**src/rtl/regfile_sweep_if.sv**
```systemverilog
// rtl/regfile_sweep_if.sv - register file operand/result bus bundle
//   master: decoder/ALU side drives selects, write data, DIN and CLR_REQ
//   slave : register file drives ABUS, BBUS, BUSY and WR_DROP
interface regfile_sweep_if #(
    parameter int WIDTH = 16,
    parameter int SELW  = 3
);
    logic [SELW-1:0]  ASEL;
    logic [SELW-1:0]  BSEL;
    logic [SELW-1:0]  DSEL;
    logic             WE;
    logic [WIDTH-1:0] RIN;
    logic [WIDTH-1:0] DIN;
    logic             CLR_REQ;
    logic [WIDTH-1:0] ABUS;
    logic [WIDTH-1:0] BBUS;
    logic             BUSY;
    logic             WR_DROP;

    modport master (
        output ASEL, BSEL, DSEL, WE, RIN, DIN, CLR_REQ,
        input  ABUS, BBUS, BUSY, WR_DROP
    );

    modport slave (
        input  ASEL, BSEL, DSEL, WE, RIN, DIN, CLR_REQ,
        output ABUS, BBUS, BUSY, WR_DROP
    );
endinterface

```
**src/rtl/regfile_sweep.sv**
```systemverilog
// rtl/regfile_sweep.sv - register file with bypassed select 0 and sequential sweep clear
//   CLK : clock, all state updates on rising edge
//   RST : synchronous active-low reset
//   bus : regfile_sweep_if.slave
//         ASEL/BSEL : read selects (0 selects DIN)
//         DSEL/WE/RIN : write port (DSEL 0 is no write)
//         CLR_REQ : start a sweep clearing R[1..NREG], one register per cycle
//         ABUS/BBUS : combinational read data
//         BUSY : sweep in progress
//         WR_DROP : one-cycle pulse after a write discarded during a sweep
//   Optional macro REGFILE_WR_BYPASS_EN: same-cycle write data forwarded to
//   the read buses while idle.
module regfile_sweep #(
    parameter int WIDTH = 16,
    parameter int SELW  = 3
) (
    input  logic           CLK,
    input  logic           RST,
    regfile_sweep_if.slave bus
);
    localparam int NREG = (2 ** SELW) - 1;
    localparam logic [SELW-1:0] LAST_PTR = SELW'(NREG);

    typedef enum logic {IDLE, SWEEP} state_t;

    // Entry 0 is never written; it only keeps the index space a full power of two.
    logic [WIDTH-1:0] r_regs [0:NREG];
    state_t           r_state;
    logic [SELW-1:0]  r_ptr;
    logic             r_busy;
    logic             r_wr_drop;

    logic             w_wr_req;
    logic [WIDTH-1:0] w_abus;
    logic [WIDTH-1:0] w_bbus;

    assign w_wr_req = bus.WE && (bus.DSEL != '0);

    always_ff @(posedge CLK) begin
        if (!RST) begin
            for (int i = 0; i <= NREG; i++) begin
                r_regs[i] <= '0;
            end
            r_state   <= IDLE;
            r_ptr     <= '0;
            r_busy    <= 1'b0;
            r_wr_drop <= 1'b0;
        end else begin
            r_wr_drop <= 1'b0;
            case (r_state)
                IDLE: begin
                    // A write accepted together with CLR_REQ lands now and
                    // is zeroed later by the sweep it started.
                    if (w_wr_req) begin
                        r_regs[bus.DSEL] <= bus.RIN;
                    end
                    if (bus.CLR_REQ) begin
                        r_state <= SWEEP;
                        r_ptr   <= SELW'(1);
                        r_busy  <= 1'b1;
                    end
                end
                SWEEP: begin
                    r_regs[r_ptr] <= '0;
                    if (w_wr_req) begin
                        r_wr_drop <= 1'b1;
                    end
                    // Terminal compare against NREG keeps PTR from wrapping to 0.
                    if (r_ptr == LAST_PTR) begin
                        r_state <= IDLE;
                        r_ptr   <= '0;
                        r_busy  <= 1'b0;
                    end else begin
                        r_ptr <= r_ptr + SELW'(1);
                    end
                end
                default: begin
                    r_state <= IDLE;
                    r_ptr   <= '0;
                    r_busy  <= 1'b0;
                end
            endcase
        end
    end

    always_comb begin
        w_abus = (bus.ASEL == '0) ? bus.DIN : r_regs[bus.ASEL];
        w_bbus = (bus.BSEL == '0) ? bus.DIN : r_regs[bus.BSEL];
`ifdef REGFILE_WR_BYPASS_EN
        // No forwarding while sweeping: that write is going to be dropped.
        if (w_wr_req && !r_busy && (bus.ASEL == bus.DSEL)) begin
            w_abus = bus.RIN;
        end
        if (w_wr_req && !r_busy && (bus.BSEL == bus.DSEL)) begin
            w_bbus = bus.RIN;
        end
`endif
    end

    assign bus.ABUS    = w_abus;
    assign bus.BBUS    = w_bbus;
    assign bus.BUSY    = r_busy;
    assign bus.WR_DROP = r_wr_drop;
endmodule

```
**src/flat_wrapper.sv**
```systemverilog
// flat-port wrapper written by rule: the top's interface ports become plain ports
module regfile_sweep_flat 
#(
    parameter int WIDTH = 16,
    parameter int SELW  = 3
)
  (CLK, RST, bus_ASEL, bus_BSEL, bus_DSEL, bus_WE, bus_RIN, bus_DIN, bus_CLR_REQ, bus_ABUS, bus_BBUS, bus_BUSY, bus_WR_DROP);
  regfile_sweep_if #(.WIDTH(WIDTH), .SELW(SELW)) bus_i ();
  input  logic CLK;
  input  logic RST;
  input wire logic [$bits(bus_i.ASEL)-1:0] bus_ASEL;
  input wire logic [$bits(bus_i.BSEL)-1:0] bus_BSEL;
  input wire logic [$bits(bus_i.DSEL)-1:0] bus_DSEL;
  input wire logic [$bits(bus_i.WE)-1:0] bus_WE;
  input wire logic [$bits(bus_i.RIN)-1:0] bus_RIN;
  input wire logic [$bits(bus_i.DIN)-1:0] bus_DIN;
  input wire logic [$bits(bus_i.CLR_REQ)-1:0] bus_CLR_REQ;
  output wire logic [$bits(bus_i.ABUS)-1:0] bus_ABUS;
  output wire logic [$bits(bus_i.BBUS)-1:0] bus_BBUS;
  output wire logic [$bits(bus_i.BUSY)-1:0] bus_BUSY;
  output wire logic [$bits(bus_i.WR_DROP)-1:0] bus_WR_DROP;
  assign bus_i.ASEL = bus_ASEL;
  assign bus_i.BSEL = bus_BSEL;
  assign bus_i.DSEL = bus_DSEL;
  assign bus_i.WE = bus_WE;
  assign bus_i.RIN = bus_RIN;
  assign bus_i.DIN = bus_DIN;
  assign bus_i.CLR_REQ = bus_CLR_REQ;
  assign bus_ABUS = bus_i.ABUS;
  assign bus_BBUS = bus_i.BBUS;
  assign bus_BUSY = bus_i.BUSY;
  assign bus_WR_DROP = bus_i.WR_DROP;
  regfile_sweep #(.WIDTH(WIDTH), .SELW(SELW)) u_core (.CLK(CLK), .RST(RST), .bus(bus_i));
endmodule
```
**config.mk**
```make
export PLATFORM = sky130hd
export DESIGN_NAME = regfile_sweep_flat
export DESIGN_NICKNAME = d
export VERILOG_FILES = /design/src/rtl/regfile_sweep_if.sv /design/src/rtl/regfile_sweep.sv /design/src/flat_wrapper.sv
export SDC_FILE = /design/constraint.sdc
export NUM_CORES = 1
export LEC_CHECK = 0
export ABC_AREA = 1
export CORE_MARGIN = 4
export CORE_UTILIZATION = 60
export CTS_CLUSTER_DIAMETER = 200
export CTS_CLUSTER_SIZE = 24
export DETAILED_ROUTE_END_ITERATION = 6
export HOLD_SLACK_MARGIN = 0.06
export PLACE_DENSITY = 0.9
export SLEW_MARGIN = 10
export SYNTH_ARGS = -nofsm -noshare
export SYNTH_HDL_FRONTEND = slang
export SYNTH_SLANG_ARGS = --single-unit
```
**constraint.sdc**
```tcl
create_clock -name CLK -period 5.3 [get_ports CLK]
set_input_delay 1.06 -clock CLK [delete_from_list [all_inputs] [get_ports CLK]]
set_output_delay 1.06 -clock CLK [all_outputs]
set_load 0.02 [all_outputs]
```
==> key figures, run 1 <==
Pwr
  • Max IR drop VDD: 0.229 mV
  • Tot Pwr: 2610 uW
  • Power per cell area: 321 nW/um^2
  • Leak: 0.00333 uW

Die
  • Boundary Pins: 79
  • Standard-cell rows: 38
  • Core area: 11000 sq um
  • Die X: 115 um
  • Starting density of the core: 0.622
  • Die H: 115 um
  • Die area: 13200 sq um

CTS
  • Number of CTS-inserted buffers: 17
  • Clock tree buffer depth: 2
  • Clock transition at path regs: 50 ps
  • CTS Hold Bufs: 0
  • Post-CTS resize count: 0
  • Sink Count: 118
  • Clock Latency Late Sink: 420 ps
  • CTS tree: built
  • Htree depth: 4
  • Setup bufs post-CTS: 0
  • Root Driver: clkbuf_16

Synthesis
  • Post-synthesis compound-gate area fraction: 0.00641
  • Yosys top cell by area: edfxtp_1
  • Syn Area/Cell: 8.01 sq um
  • Post-synth EDFFs: 112
  • Mapped cell area: 6830 sq um
  • Sequential fraction of the synthesis area: 0.510
  • YS warnings: 0
  • Simple-gate share of the synthesized area: 0.430
  • Register bit total from synthesis: 118
  • XOR/XNOR share of the synthesized area: 0
  • Synth top area share: 0.493
  • Netlist cell types: 25
  • Main combinational cell family by area after synthesis: simple AND/OR/NAND/NOR gates
  • Post-Syn Nets: 899
  • Ys flop type: edfxtp_1
  • Synth Area in Adders: 0.00367
  • Cell count after synthesis: 852
  • Synth area leaders: edfxtp_1 (49%), nand2_1 (18%), nand3_1 (14%)
  • Ys async rst share: 0
  • Mux share of post-synthesis cell area: 0

Layout
  • Layout cell share with drive strength beyond 1: 0.0864
  • Design area: 8120 sq um
  • Final nets: 949
  • # fillers: 766
  • Non-filler cells, final: 1054
  • Layout area overhead: 19.0%
  • Ant diodes: 0

Timing
  • Post-layout minimum cycle time: 4180 ps
  • Unrepaired setup endpoints after global routing: no
  • Final Hold Vio Count: 0
  • Final period utilization: 0.789
  • Final setup vio count: 0
  • Max Freq: 239 MHz
  • Worst slew margin: 0.338
  • Setup TNS: 0 ps
  • Layout Skew: 6.42 ps
  • Hold Worst Slack: 473 ps
  • Worst-Margin Slew: 990 ps
  • Fin. max-slew vios: 0

Min path
  • Worst min path class: reg2reg
  • Hold Crit Depth: 2

Setup path
  • Worst reg2reg path depth: 6
  • Reg-to-reg endpoint: u_core.r_regs[2][9]$_SDFFCE_PN0P_
  • Flop2flop setup slack: 2370 ps
  • Data required time of the worst path: 4240 ps
  • Critical path capture point type: output port
  • Setup crit start kind: primary input
  • Crit path DAT: 3120 ps
  • Critical path class: in2out
  • R2r startpoint: u_core.r_state$_SDFF_PN0_
  • Max FO, Critical Path: 17
  • Critical Path Sink: bus_BBUS[0]
  • Setup crit start: bus_BSEL[2]

Detailed routing
  • Post-route ant nets: 0
  • Post-Route WL: 20000 um
  • Initial drt markers: 1035
  • Via count: 6529
  • Routed length per instance: 19.0 um
  • Via density: 6.19
  • First-pass DRT Iterations: 7
  • DRC Markers: 1

Place
  • Number of port buffers: 78
  • Placer Congestion: 0.868
  • DP Area: 7580 sq um
  • Post-Place Cells: 1023
  • HPWL Detailed: 11800 um

GRT
  • First-pass GRT wire length: 31300 um
  • GR Overflow Total: 0
  • Initial antenna violation count: 0
  • Number of global-route vias before repair: 6246
  • Largest net degree at the start of global routing: 63
  • GR Util All Layers: 0.313

Status
  • Failing checks: design-rule violations
  • Status: finished, violations left

Run
  • # Max-Cap Violations: 0
==> metal layers <==
layer,vias up,track usage,share of wire
li1,2941,-,-
met1,2968,0.389,0.35
met2,526,0.509,0.48
met3,94,0.0640,0.13
met4,0,0.176,0.046
met5,-,0,0
==> state kept, by name, summed over array words and instances (netlist names) <==
signal,count
u_core.r_state,1
u_core.bus.WR_DROP,1
u_core.bus.BUSY,1
u_core.r_regs,112
u_core.r_ptr,3
==> area by class of cell <==
| class | count | area (sq um) | share of cell area |
|---|---|---|---|
| tap | 140 | 175 | 0.0216 |
| clock buffer | 20 | 437 | 0.0538 |
| multi-input combinational | 661 | 3010 | 0.370 |
| inverter | 15 | 58.8 | 0.00724 |
| timing repair buffer | 89 | 853 | 0.105 |
| sequential | 118 | 3480 | 0.429 |
| clock inverter | 11 | 110 | 0.0136 |
==> kinds of logic (layout without fill, tap and decap cells) <==
kind of cell | count (synthesis) | after routing
AND/OR/NAND/NOR | 654 | 654
flip-flops | 118 | 118
buffers and inverters | 73 | 135
AO/OA/AOI/OAI | 5 | 5
adder cells (fa/ha/maj) | 2 | 2
==> power by group <==
part	internal, uW	total (uW)	switching [uW]
registers	1080	1100	28.4
clock network	680	1080	397
logic	149	429	280
total	1910	2610	706
==> per-stage QoR <==
step                worst slack (ps)  utilization
global placement                1200        0.690
finish                          1120        0.740
CTS                             1170        0.740
detailed placement              1120        0.690
floorplan                       2220            -
global route                    1050        0.740
==> Yosys cell counts, types with 2 or more instances <==
library cell and count:
nor2_2 18, buf_2 2, a22oi_1 2, nor2_8 3, nand2_1 320, inv_2 2, ha_1 2, buf_6 7
inv_1 10, nand2_4 4, nand3_1 196, nand2_2 3, clkinv_1 2, buf_4 2, edfxtp_1 112, nand3_4 7
nor2_1 101, dfxtp_1 6, clkbuf_1 47
==> critical path, cell delays in order <==
cell             delay [ps]
clkdlybuf4s50_1         400
buf_4                   220
inv_1                   550
nand3_1                 150
nand2_1                 130
clkdlybuf4s50_1         610
==> how the worst min path moves through the flow <==
stage                                   end                         start  slack (ps)
2_1_floorplan  u_core.r_ptr[1]$_SDFFE_PN0P_  u_core.r_ptr[1]$_SDFFE_PN0P_         510
3_3_place_gp   u_core.bus.BUSY$_SDFFE_PN0P_  u_core.bus.BUSY$_SDFFE_PN0P_         450
3_5_place_dp   u_core.bus.BUSY$_SDFFE_PN0P_  u_core.bus.BUSY$_SDFFE_PN0P_         460
4_1_cts        u_core.bus.BUSY$_SDFFE_PN0P_  u_core.bus.BUSY$_SDFFE_PN0P_         480
5_1_grt        u_core.bus.BUSY$_SDFFE_PN0P_  u_core.bus.BUSY$_SDFFE_PN0P_         520
6_report       u_core.bus.BUSY$_SDFFE_PN0P_  u_core.bus.BUSY$_SDFFE_PN0P_         470
==> cell usage in the layout (no fill, tap or decap), types with 4 or more instances in the layout <==
master           instances
nand3_4                  7
dfxtp_1                  6
clkbuf_16               17
clkinv_2                 4
clkdlybuf4s50_1         76
nor2_1                 101
nor2_2                  18
nand2_1                320
nand2_4                  4
buf_4                   11
edfxtp_1               112
nand3_1                196
clkinv_1                 4
inv_1                   10
(Power assumes the default switching activity.)
==> run 2, diff against run 1 <==
Settings changed: CORE_UTILIZATION 60 to 56, PLACE_DENSITY 0.9 to 0.85.
Clock period 5.3 ns to 4 ns, I/O delays scaled along.
==> key figures, run 2 (synthesized netlist as in run 1, its figures left out) <==
CTS
  • Clock tree buffer depth: 2
  • Setup bufs post-CTS: 0
  • Htree depth: 4
  • Root Driver: clkbuf_16
  • CTS tree: built
  • Clock transition at path regs: 60 ps
  • CTS Hold Bufs: 0
  • Clock Latency Late Sink: 420 ps
  • Post-CTS resize count: 0
  • Number of CTS-inserted buffers: 17
  • Sink Count: 118

Timing
  • Fin. max-slew vios: 0
  • Final Hold Vio Count: 0
  • Worst slew margin: 0.526
  • Post-layout minimum cycle time: 3480 ps
  • Setup TNS: 0 ps
  • Final setup vio count: 0
  • Unrepaired setup endpoints after global routing: no
  • Layout Skew: 7.75 ps
  • Max Freq: 287 MHz
  • Worst-Margin Slew: 711 ps
  • Final period utilization: 0.871

Setup path
  • Critical path capture point type: output port
  • Crit path DAT: 2680 ps
  • Setup crit start kind: primary input
  • Max FO, Critical Path: 16
  • Critical path class: in2out
  • Flop2flop setup slack: 1510 ps
  • Reg-to-reg endpoint: u_core.r_regs[3][0]$_SDFFCE_PN0P_
  • R2r startpoint: u_core.r_state$_SDFF_PN0_
  • Data required time of the worst path: 3200 ps
  • Worst reg2reg path depth: 7

Detailed routing
  • First-pass DRT Iterations: 6
  • Post-route ant nets: 0
  • Post-Route WL: 20200 um
  • Routed length per instance: 18.8 um
  • Via count: 6496
  • Via density: 6.04
  • Initial drt markers: 917
  • DRC Markers: 0

GRT
  • GR Util All Layers: 0.293
  • Largest net degree at the start of global routing: 63
  • Number of global-route vias before repair: 6372
  • First-pass GRT wire length: 31900 um
  • Initial antenna violation count: 0
  • GR Overflow Total: 0

Layout
  • Design area: 8360 sq um
  • Ant diodes: 0
  • Largest regs: u_core.r_regs: 112 flops, u_core.r_ptr: 3 flops
  • Most common cell after layout, fill and taps aside: nand2_1
  • Non-filler cells, final: 1076
  • Layout cell share with drive strength beyond 1: 0.105
  • Layout area overhead: 22.4%
  • Final nets: 963
  • Max FFs per register: 112
  • Fin util: 0.699
  • Most frequent cells in the layout: nand2_1 (320), nand3_1 (196), edfxtp_1 (112), nor2_1 (101), clkdlybuf4s50_1 (76)
  • Largest Register: u_core.r_regs

Place
  • HPWL Detailed: 12200 um
  • Number of port buffers: 78
  • DP Area: 7740 sq um
  • Placer Congestion: 0.918
  • Post-Place Cells: 1044

Pwr
  • Power per cell area: 430 nW/um^2
  • Tot Pwr: 3600 uW
  • Max IR drop VDD: 0.308 mV
  • Leak: 0.00346 uW

Min path
  • Min-Delay Endpoint: u_core.bus.BUSY$_SDFFE_PN0P_
  • Hold Crit Depth: 2
  • Hold_sp: u_core.bus.BUSY$_SDFFE_PN0P_
  • Worst min path class: reg2reg

Status
  • Status: finished clean

Die
  • Core area: 12000 sq um
  • Starting density of the core: 0.571
  • Standard-cell rows: 40
  • Die area: 14000 sq um
  • Die H: 118 um
  • Die X: 118 um
  • Boundary Pins: 79

Run
  • # Max-Cap Violations: 0
==> run 2: cell count changes in the layout (fill, tap and decap cells not counted), moves of 4 or more <==
cell and change:
clkbuf_16 +4, inv_4 +4, buf_12 +4, buf_4 +10
==> run 2: layout make-up <==
type	count	area [sq um]
clock inverters	7	47.5
well taps	147	184
flip-flops and latches	118	3480
fillers	883	3600
multi-input cells	661	3010
clock buffers	25	571
inverters	15	58.8
repair buffers	103	1010
==> run 2: worst max-delay path by stage <==
stage	slack [ps]	endpoint	cells past startpoint	startpoint
after global placement	570	bus_ABUS[6]	6	bus_ASEL[2]
after global routing	470	bus_ABUS[6]	6	bus_ASEL[2]
after floorplan	1440	bus_ABUS[10]	6	bus_ASEL[1]
final	520	bus_ABUS[5]	6	bus_ASEL[2]
after CTS	560	bus_ABUS[5]	6	bus_ASEL[2]
after detailed placement	570	bus_BBUS[15]	7	bus_BSEL[1]
==> run 2: worst max-delay path, stage by stage <==
cell and delay (ps):
clkdlybuf4s50_1 630, inv_1 120, buf_4 270, nand3_1 130
nand2_1 100, clkdlybuf4s50_1 610
==> run 2: report_power, final <==
| group | switching [uW] | internal [uW] | leakage (uW) |
|---|---|---|---|
| combinational | 374 | 214 | 0.00193 |
| clock | 557 | 992 | 0.000312 |
| sequential | 36.5 | 1420 | 0.00122 |
==> run 2: through the flow <==
| stage | worst slack, ps | hold WS, ps |
|---|---|---|
| 2_1_floorplan | 1440 | 513 |
| 4_1_cts | 561 | 485 |
| 6_report | 516 | 475 |
| 3_5_place_dp | 574 | 470 |
| 5_1_grt | 471 | 554 |
| 3_3_place_gp | 572 | 470 |
==> run 2: per-layer routing <==
layer  vias to the layer above  global-route usage  share of wire
met3                       119              0.0694           0.12
met5                         -                   0              0
li1                       2966                   -              -
met1                      2919               0.353           0.35
met2                       492               0.472           0.47
met4                         0               0.190          0.060
